File: config.mk
export PLATFORM = sky130hd
export DESIGN_NAME = im_loader
export DESIGN_NICKNAME = d
export VERILOG_FILES = /design/src/rtl/im_loader_pkg.sv /design/src/rtl/im_loader_byte_packer.sv /design/src/rtl/im_loader.sv
export SDC_FILE = /design/constraint.sdc
export NUM_CORES = 1
export LEC_CHECK = 0
export ABC_AREA = 1
export BUFFER_PORTS_ARGS = -buffer_cell sky130_fd_sc_hd__buf_2
export CAP_MARGIN = 20
export CELL_PAD_IN_SITES_DETAIL_PLACEMENT = 0
export CELL_PAD_IN_SITES_GLOBAL_PLACEMENT = 1
export CORE_ASPECT_RATIO = 0.75
export CORE_MARGIN = 5
export CORE_UTILIZATION = 41
export DETAILED_ROUTE_END_ITERATION = 8
export GPL_ROUTABILITY_DRIVEN = 0
export PLACE_DENSITY = 0.89
export SLEW_MARGIN = 20
export SYNTH_ARGS = -nofsm -noshare
export SYNTH_HDL_FRONTEND = slang
export SYNTH_HIERARCHICAL = 1
export SYNTH_SLANG_ARGS = --single-unit
export TNS_END_PERCENT = 100
File: constraint.sdc
create_clock -name clk -period 3 [get_ports clk]
set_input_delay 0.45 -clock clk [delete_from_list [all_inputs] [get_ports clk]]
set_output_delay 0.45 -clock clk [all_outputs]
set_load 0.02 [all_outputs]
File: src/rtl/im_loader_pkg.sv
// im_loader_pkg: loader FSM encodings and instruction-memory geometry shared with the IM.
package im_loader_pkg;
  localparam int IM_ADDR_W = 10;
  localparam int IM_DEPTH  = 1 << IM_ADDR_W;
  typedef enum logic [1:0] {
    LD_IDLE  = 2'd0,
    LD_RECV  = 2'd1,
    LD_WRITE = 2'd2,
    LD_DONE  = 2'd3
  } ld_state_t;
endpackage

File: src/rtl/im_loader_byte_packer.sv
// im_loader_byte_packer: big-endian 4-byte shift register with byte index, clear and load enable.
module im_loader_byte_packer (
  input  logic        clk,
  input  logic        rst_n,
  input  logic        i_clr,
  input  logic        i_load,
  input  logic [7:0]  i_data,
  output logic [31:0] o_word,
  output logic [1:0]  o_idx
);
  logic [31:0] r_word;
  logic [1:0]  r_idx;
  // ~idx selects lane 3-idx, so byte 0 lands in [31:24]
  always_ff @(posedge clk or negedge rst_n) begin
    if (!rst_n) begin
      r_word <= '0;
      r_idx  <= '0;
    end else if (i_clr) begin
      r_word <= '0;
      r_idx  <= '0;
    end else if (i_load) begin
      r_word[{~r_idx, 3'b000} +: 8] <= i_data;
      r_idx                         <= r_idx + 2'd1;
    end
  end
  assign o_word = r_word;
  assign o_idx  = r_idx;
endmodule

File: src/rtl/im_loader.sv
// im_loader: packs a boot byte stream into 32-bit words and writes them to IM from address 0,
// holding the CPU in reset while a load is in progress.
module im_loader
  import im_loader_pkg::*;
#(
  parameter int ADDR_W = IM_ADDR_W
) (
  input  logic              clk,
  input  logic              rst_n,
  input  logic              start,
  input  logic              in_valid,
  input  logic [7:0]        in_data,
  input  logic              in_last,
  output logic              in_ready,
  output logic              we,
  output logic [ADDR_W-1:0] waddr,
  output logic [31:0]       wdata,
  output logic              cpu_hold,
  output logic              busy,
  output logic              done,
  output logic              err_overflow,
  output logic [ADDR_W:0]   word_count
);
  ld_state_t         r_state, w_next;
  logic              r_last, r_done, r_err;
  logic [ADDR_W:0]   r_count;
  logic              w_go, w_acc, w_end, w_full, w_fin;
  logic [31:0]       w_word;
  logic [1:0]        w_idx;

  assign w_go   = start && (r_state == LD_IDLE || r_state == LD_DONE);
  assign w_acc  = in_valid && r_state == LD_RECV;
  assign w_end  = w_acc && (w_idx == 2'd3 || in_last);
  // count is below capacity inside WRITE, so all-ones low bits means this is the last slot
  assign w_full = &r_count[ADDR_W-1:0];
  assign w_fin  = r_last || w_full;

  im_loader_byte_packer u_packer (
    .clk    (clk),
    .rst_n  (rst_n),
    .i_clr  (w_go || r_state == LD_WRITE),
    .i_load (w_acc),
    .i_data (in_data),
    .o_word (w_word),
    .o_idx  (w_idx)
  );

  always_ff @(posedge clk or negedge rst_n) begin
    if (!rst_n) r_state <= LD_IDLE;
    else        r_state <= w_next;
  end

  always_comb begin
    w_next = r_state;
    case (r_state)
      LD_IDLE, LD_DONE: w_next = start ? LD_RECV : r_state;
      LD_RECV:          w_next = w_end ? LD_WRITE : LD_RECV;
      LD_WRITE:         w_next = w_fin ? LD_DONE : LD_RECV;
      default:          w_next = LD_IDLE;
    endcase
  end

  always_comb begin
    in_ready     = r_state == LD_RECV;
    we           = r_state == LD_WRITE;
    busy         = r_state == LD_RECV || r_state == LD_WRITE;
    cpu_hold     = busy;
    waddr        = r_count[ADDR_W-1:0];
    wdata        = we ? w_word : 32'd0;
    done         = r_done;
    err_overflow = r_err;
    word_count   = r_count;
  end

  always_ff @(posedge clk or negedge rst_n) begin
    if (!rst_n) begin
      r_last  <= 1'b0;
      r_done  <= 1'b0;
      r_err   <= 1'b0;
      r_count <= '0;
    end else if (w_go) begin
      r_last  <= 1'b0;
      r_done  <= 1'b0;
      r_err   <= 1'b0;
      r_count <= '0;
    end else if (w_acc) begin
      r_last <= in_last;
    end else if (r_state == LD_WRITE) begin
      r_count <= r_count + 1'b1;
      r_done  <= w_fin;
      r_err   <= !r_last && w_full;
    end
  end
endmodule
==> Word-level counts from Yosys, hierarchy flattened <==
Index checks and enable logic that the tools add are counted.
{ "op_classes": {"bitwise": 1, "n_eq_ne": 6, "addsub": 3, "mux": 21, "reduce_logical": 17, "shift": 2} }
{ "ops": {"columns": ["cell", "count"], "rows": [
  ["$mux 32", 3],
  ["$mux 11", 3],
  ["$bwmux 32", 1],
  ["$shift 8x7->32 const A", 1],
  ["$shiftx 8x7->32", 1],
  ["$add 11x1->11 const B", 1],
  ["$mux 2", 5],
  ["$reduce_and 10->1", 1],
  ["$mux 1", 8],
  ["$neg 5->7", 1],
  ["$eq 2x2->1 const B", 3],
  ["$pmux 2 s3", 1],
  ["$reduce_bool 2->1", 3],
  ["$logic_or 1x1->1", 5],
  ["$logic_and 1x1->1", 4],
  ["$ne 2x2->1 const B", 2],
  ["$add 2x1->2 const B", 1],
  ["$eq 2x1->1 const B", 1],
  ["$logic_not 2->1", 1],
  ["$not 2->2", 1],
  ["$reduce_and 2->1", 1],
  ["$reduce_or 2->1", 1],
  ["$logic_not 1->1", 1]
]} }
{ "totals": {"in_bits": 13, "out_inout_bits": 59, "reg_bits": 50} }

==> Longest topological paths before layout <==
{ "logic_depth": {"ltp_word": 6, "mapped_depth": 10, "ltp_nobuf": 10} }

==> Hierarchy <==
Netlist, hierarchy kept.
{ "modules_own_cells": {"columns": ["mod", "cells_per_inst", "seq_area_each_um2", "area_each_um2", "instances"], "rows": [
  ["im_loader_byte_packer", 181, 850.8, 1529.0, 1],
  ["im_loader", 206, 400.4, 1293.7, 1]
]} }

==> Least setup slack after synthesis <==
OpenSTA, ideal clock, no wires.
{ "synth_timing": {"path_type": "reg-to-output", "from": "register r_state[0]", "to": "output port wdata[10]", "n_path_buf": 2, "required_ps": 2550, "path_stages_with_launch": 7, "slack_ps": 1183, "arrival_time_ps": 1367, "path_cell_list": "dfrtp_1 inv_1 ha_1 buf_4 clkbuf_1 nand2_1 inv_1"} }
{ "synth_between": {"elab_chain_cells": 2} }
{ "synth_lines": {"columns": ["item", "line_no", "text"], "rows": [
  ["start: declaration", "im_loader.sv:24", "ld_state_t r_state, w_next;"],
  ["start signal: assignment", "im_loader.sv:50", "else r_state <= w_next;"],
  ["$eq 2x2->1", "im_loader.sv:65", "we = r_state == LD_WRITE;"],
  ["named net we", "im_loader.sv:15", "output logic we,"],
  ["$mux 32", "im_loader.sv:69", "wdata = we ? w_word : 32'd0;"],
  ["end: declaration", "im_loader.sv:17", "output logic [31:0] wdata,"]
]} }
The timed path passes the listed nets, and every way through them passes these cells.

==> Worst setup path after layout <==
{ "layout_timing": {"from": "register r_state[0]", "to": "output port wdata[26]"} }
{ "layout_between": {"elab_chain_cells": 2} }
{ "layout_lines": {"columns": ["item", "line_no"], "rows": [
  ["$eq 2x2->1", "im_loader.sv:65"],
  ["$mux 32", "im_loader.sv:69"]
]} }
No other way between the ends.

==> key figures <==
Finish
  – Area growth syn-to-layout: 16.3%
  – Nets: 469
  – Antenna cells: 0
  – Fillers: 703
  – Post-route cell area: 3280 um2
  – Fin util: 48.5%
  – Share of cells above drive strength 1: 22.5%

Status
  – Outcome: complete, no violations

Logic synthesis
  – Top_reg_cell synth: dfrtp_1
  – Post-Synth XOR/XNOR Area: 0.310%
  – Top post-synthesis cells by count: nand2_1, inv_1, dfrtp_1, nand3_1, nor2_1
  – Area contributors post-synth: dfrtp_1, nand2_1, nand3_1
  – Post-synth ARST share: 100%
  – Netlist Area Pre-Place: 2820 um2
  – Synth Net Count: 408
  – Post-synth cell types: 30
  – Post-synthesis mux area share: 0%
  – Share of the synthesized area in the top cell type: 44.3%
  – Avg Cell Area, Syn: 7.29 um2
  – Simple logic cell fraction of the synthesized area: 34.1%
  – Post-synth EDFFs: 0
  – Seq/Total Area, Yosys: 44.3%
  – Yosys warns: 6
  – Largest family of logic cells by synthesized area: simple AND/OR/NAND/NOR gates
  – #FFs+latches synth: 50
  – Count leader, synth: nand2_1
  – Mapped Cells: 387
  – Synth Area in Compound Gates: 5.10%
  – Post-synthesis adder-cell area fraction: 3.55%
  – Yosys top cell by area: dfrtp_1

Timing
  – Crit share post-route: 71.2%
  – Tmin final: 2.14 ns
  – Slew margin rel.: 56.0%
  – Post-route setup slack: 0.864 ns
  – Fmax: 468 MHz
  – Final setup viols: 0
  – Worst slew pin tran: 0.660 ns
  – Post-Route Skew: 0.00802 ns
  – Setup TNS Final: 0 ns
  – RSZ-0062 raised after global routing: no
  – Max Slew Vio Count: 0
  – Hold Vio Cnt, Final: 0

Pwr
  – PwrDens: 730 nW/um2
  – Peak VDD IR: 0.496 mV
  – Leakage power figure: 2.09 nW

Global route
  – Total gr overflow: 0
  – Vias in the first global route: 2396
  – Total Routing Usage GR: 15.9%
  – Largest net degree at the start of global routing: 51
  – Initial antenna violation count: 0
  – First-pass GRT wire length: 11200 um

Clock network
  – CTS tree: yes
  – Cts hold-fix bufs: 0
  – Clock transition at path regs: 0.09 ns
  – CTS max path bufs: 2
  – Post-CTS Setup Inserts: 0
  – Clock insertion delay at the later pin of the skew report: 0.30 ns
  – CTS sink count: 50
  – Clk Tree Root Cell: clkbuf_8
  – CTS HTree Levels: 2
  – Cts bufs inserted: 5
  – Post-cts sizing count: 0

Flow run
  – Max_cap viols: 0

Floorplan
  – Cell row count: 26
  – Core area: 6770 um2
  – Starting Density: 41.7%
  – Die width: 106 um
  – Die area: 8660 um2
  – Ports: 72
  – Die Y: 81.9 um

Routing
  – Starting DRT DRC Count: 115
  – DR pass1 iterations: 4
  – Routed Antenna Nets: 0
  – Routed WL per cell: 12.4 um
  – DR vias/cell: 4.69
  – Routed WL: 6620 um
  – # DRC: 0
  – Routed vias: 2501

Critical path
  – Max FO, Critical Path: 32
  – Crit end category: output pin
  – Crit-path slowest cell: dfrtp_1
  – Worst EP required: 2.55 ns
  – CP Cell Sequence: inv_1, ha_1, buf_4, nand2_1, inv_1, buf_2
  – Setup CP Type: flop to output pin
  – CP Launch Type: flop
  – WP data arrival: 1.69 ns
  – Max incr delay on CP: 0.41 ns
  – Most frequent CP cell: inv_1

Placement
  – Setup WS pre-CTS: 1.04 ns
  – Placed cell area: 3170 um2
  – Number of port buffers: 71
  – DP Wirelength: 4960 um

Hold path
  – Hold Path Class: input port to asynchronous set/reset pin
-- worst max-delay path: cells and delay by family (launching register included) --
family	cells	cell delay, ns
flip-flops	1	0.41
AND/OR/NAND/NOR	1	0.10
buffers and inverters	4	0.62
adder cells (fa/ha/maj)	1	0.25
-- final cells by class --
class                   count  area (um2)  area share, %
well taps                  84         105           3.20
multi-input cells         258        1220           37.1
repair buffers             73         370           11.3
clock inverters             3        45.0           1.37
clock buffers               5        68.8           2.10
flip-flops and latches     50        1250           38.1
inverters                  60         225           6.86
-- metrics by stage --
stage	hold WS (ns)	total power, mW	cells
finish	0.257	2.39	533
global route	0.313	2.59	533
CTS	0.279	2.41	533
global placement	0.444	1.91	525
floorplan	0.154	1.71	387
detailed placement	0.452	1.93	525
-- cells in the final DEF, fill, tap and decap left out, types with 2 or more instances in the layout --
master      Yosys  layout
inv_2           5       5
ha_1            8       8
buf_4          13       2
inv_1          54      54
a21oi_1         2       2
o21ai_0         6       6
nor3_1          2       2
nand3_1        42      42
a21oi_2         2       2
o21ai_1        13      13
nand4_1         5       5
clkinvlp_4      0       2
dfrtp_1        50      50
buf_2           2      71
nand2_1       135     135
nor2_1         24      24
clkbuf_8        0       5
nand2_2         5       5
nor2_2          4       4
-- registers in the layout, indices dropped and copies added, names as in the netlist --
signal,flops
word_count,11
u_packer/o_idx,2
u_packer/o_word,32
r_last,1
done,1
r_state,2
err_overflow,1
-- layer usage --
metal / up-vias / GRT usage, % / wire [um]
met5: - / 0 / 0
met2: 62 / 23.9 / 2770
li1: 1300 / - / -
met4: 0 / 3.88 / 31
met3: 2 / 3.69 / 399
met1: 1137 / 23.1 / 3420
-- where the power goes --
group	switching [mW]	internal (mW)
clock network	0.234	0.248
logic	0.734	0.273
registers	0.111	0.795
-- logic make-up after synthesis --
logic type / Yosys count
AO/OA/AOI/OAI: 26
AND/OR/NAND/NOR: 223
XOR/XNOR: 1
buffers and inverters: 79
adder cells (fa/ha/maj): 8
flip-flops: 50
-- worst paths after layout --
check                           start                   to  slack (ns)  cells past startpoint
hold reg to reg                r_last         err_overflow        0.46                      1
setup reg to reg           r_state[0]  u_packer/o_word[30]        1.01                      9
hold / removal                  rst_n        word_count[2]        0.26                      2
max in group asynchronous       rst_n        word_count[8]        2.31                      2
setup / recovery           r_state[0]            wdata[26]        0.86                      6
min in group clk           in_data[3]   u_packer/o_word[3]        0.40                      3
(Power assumes the default switching activity.)
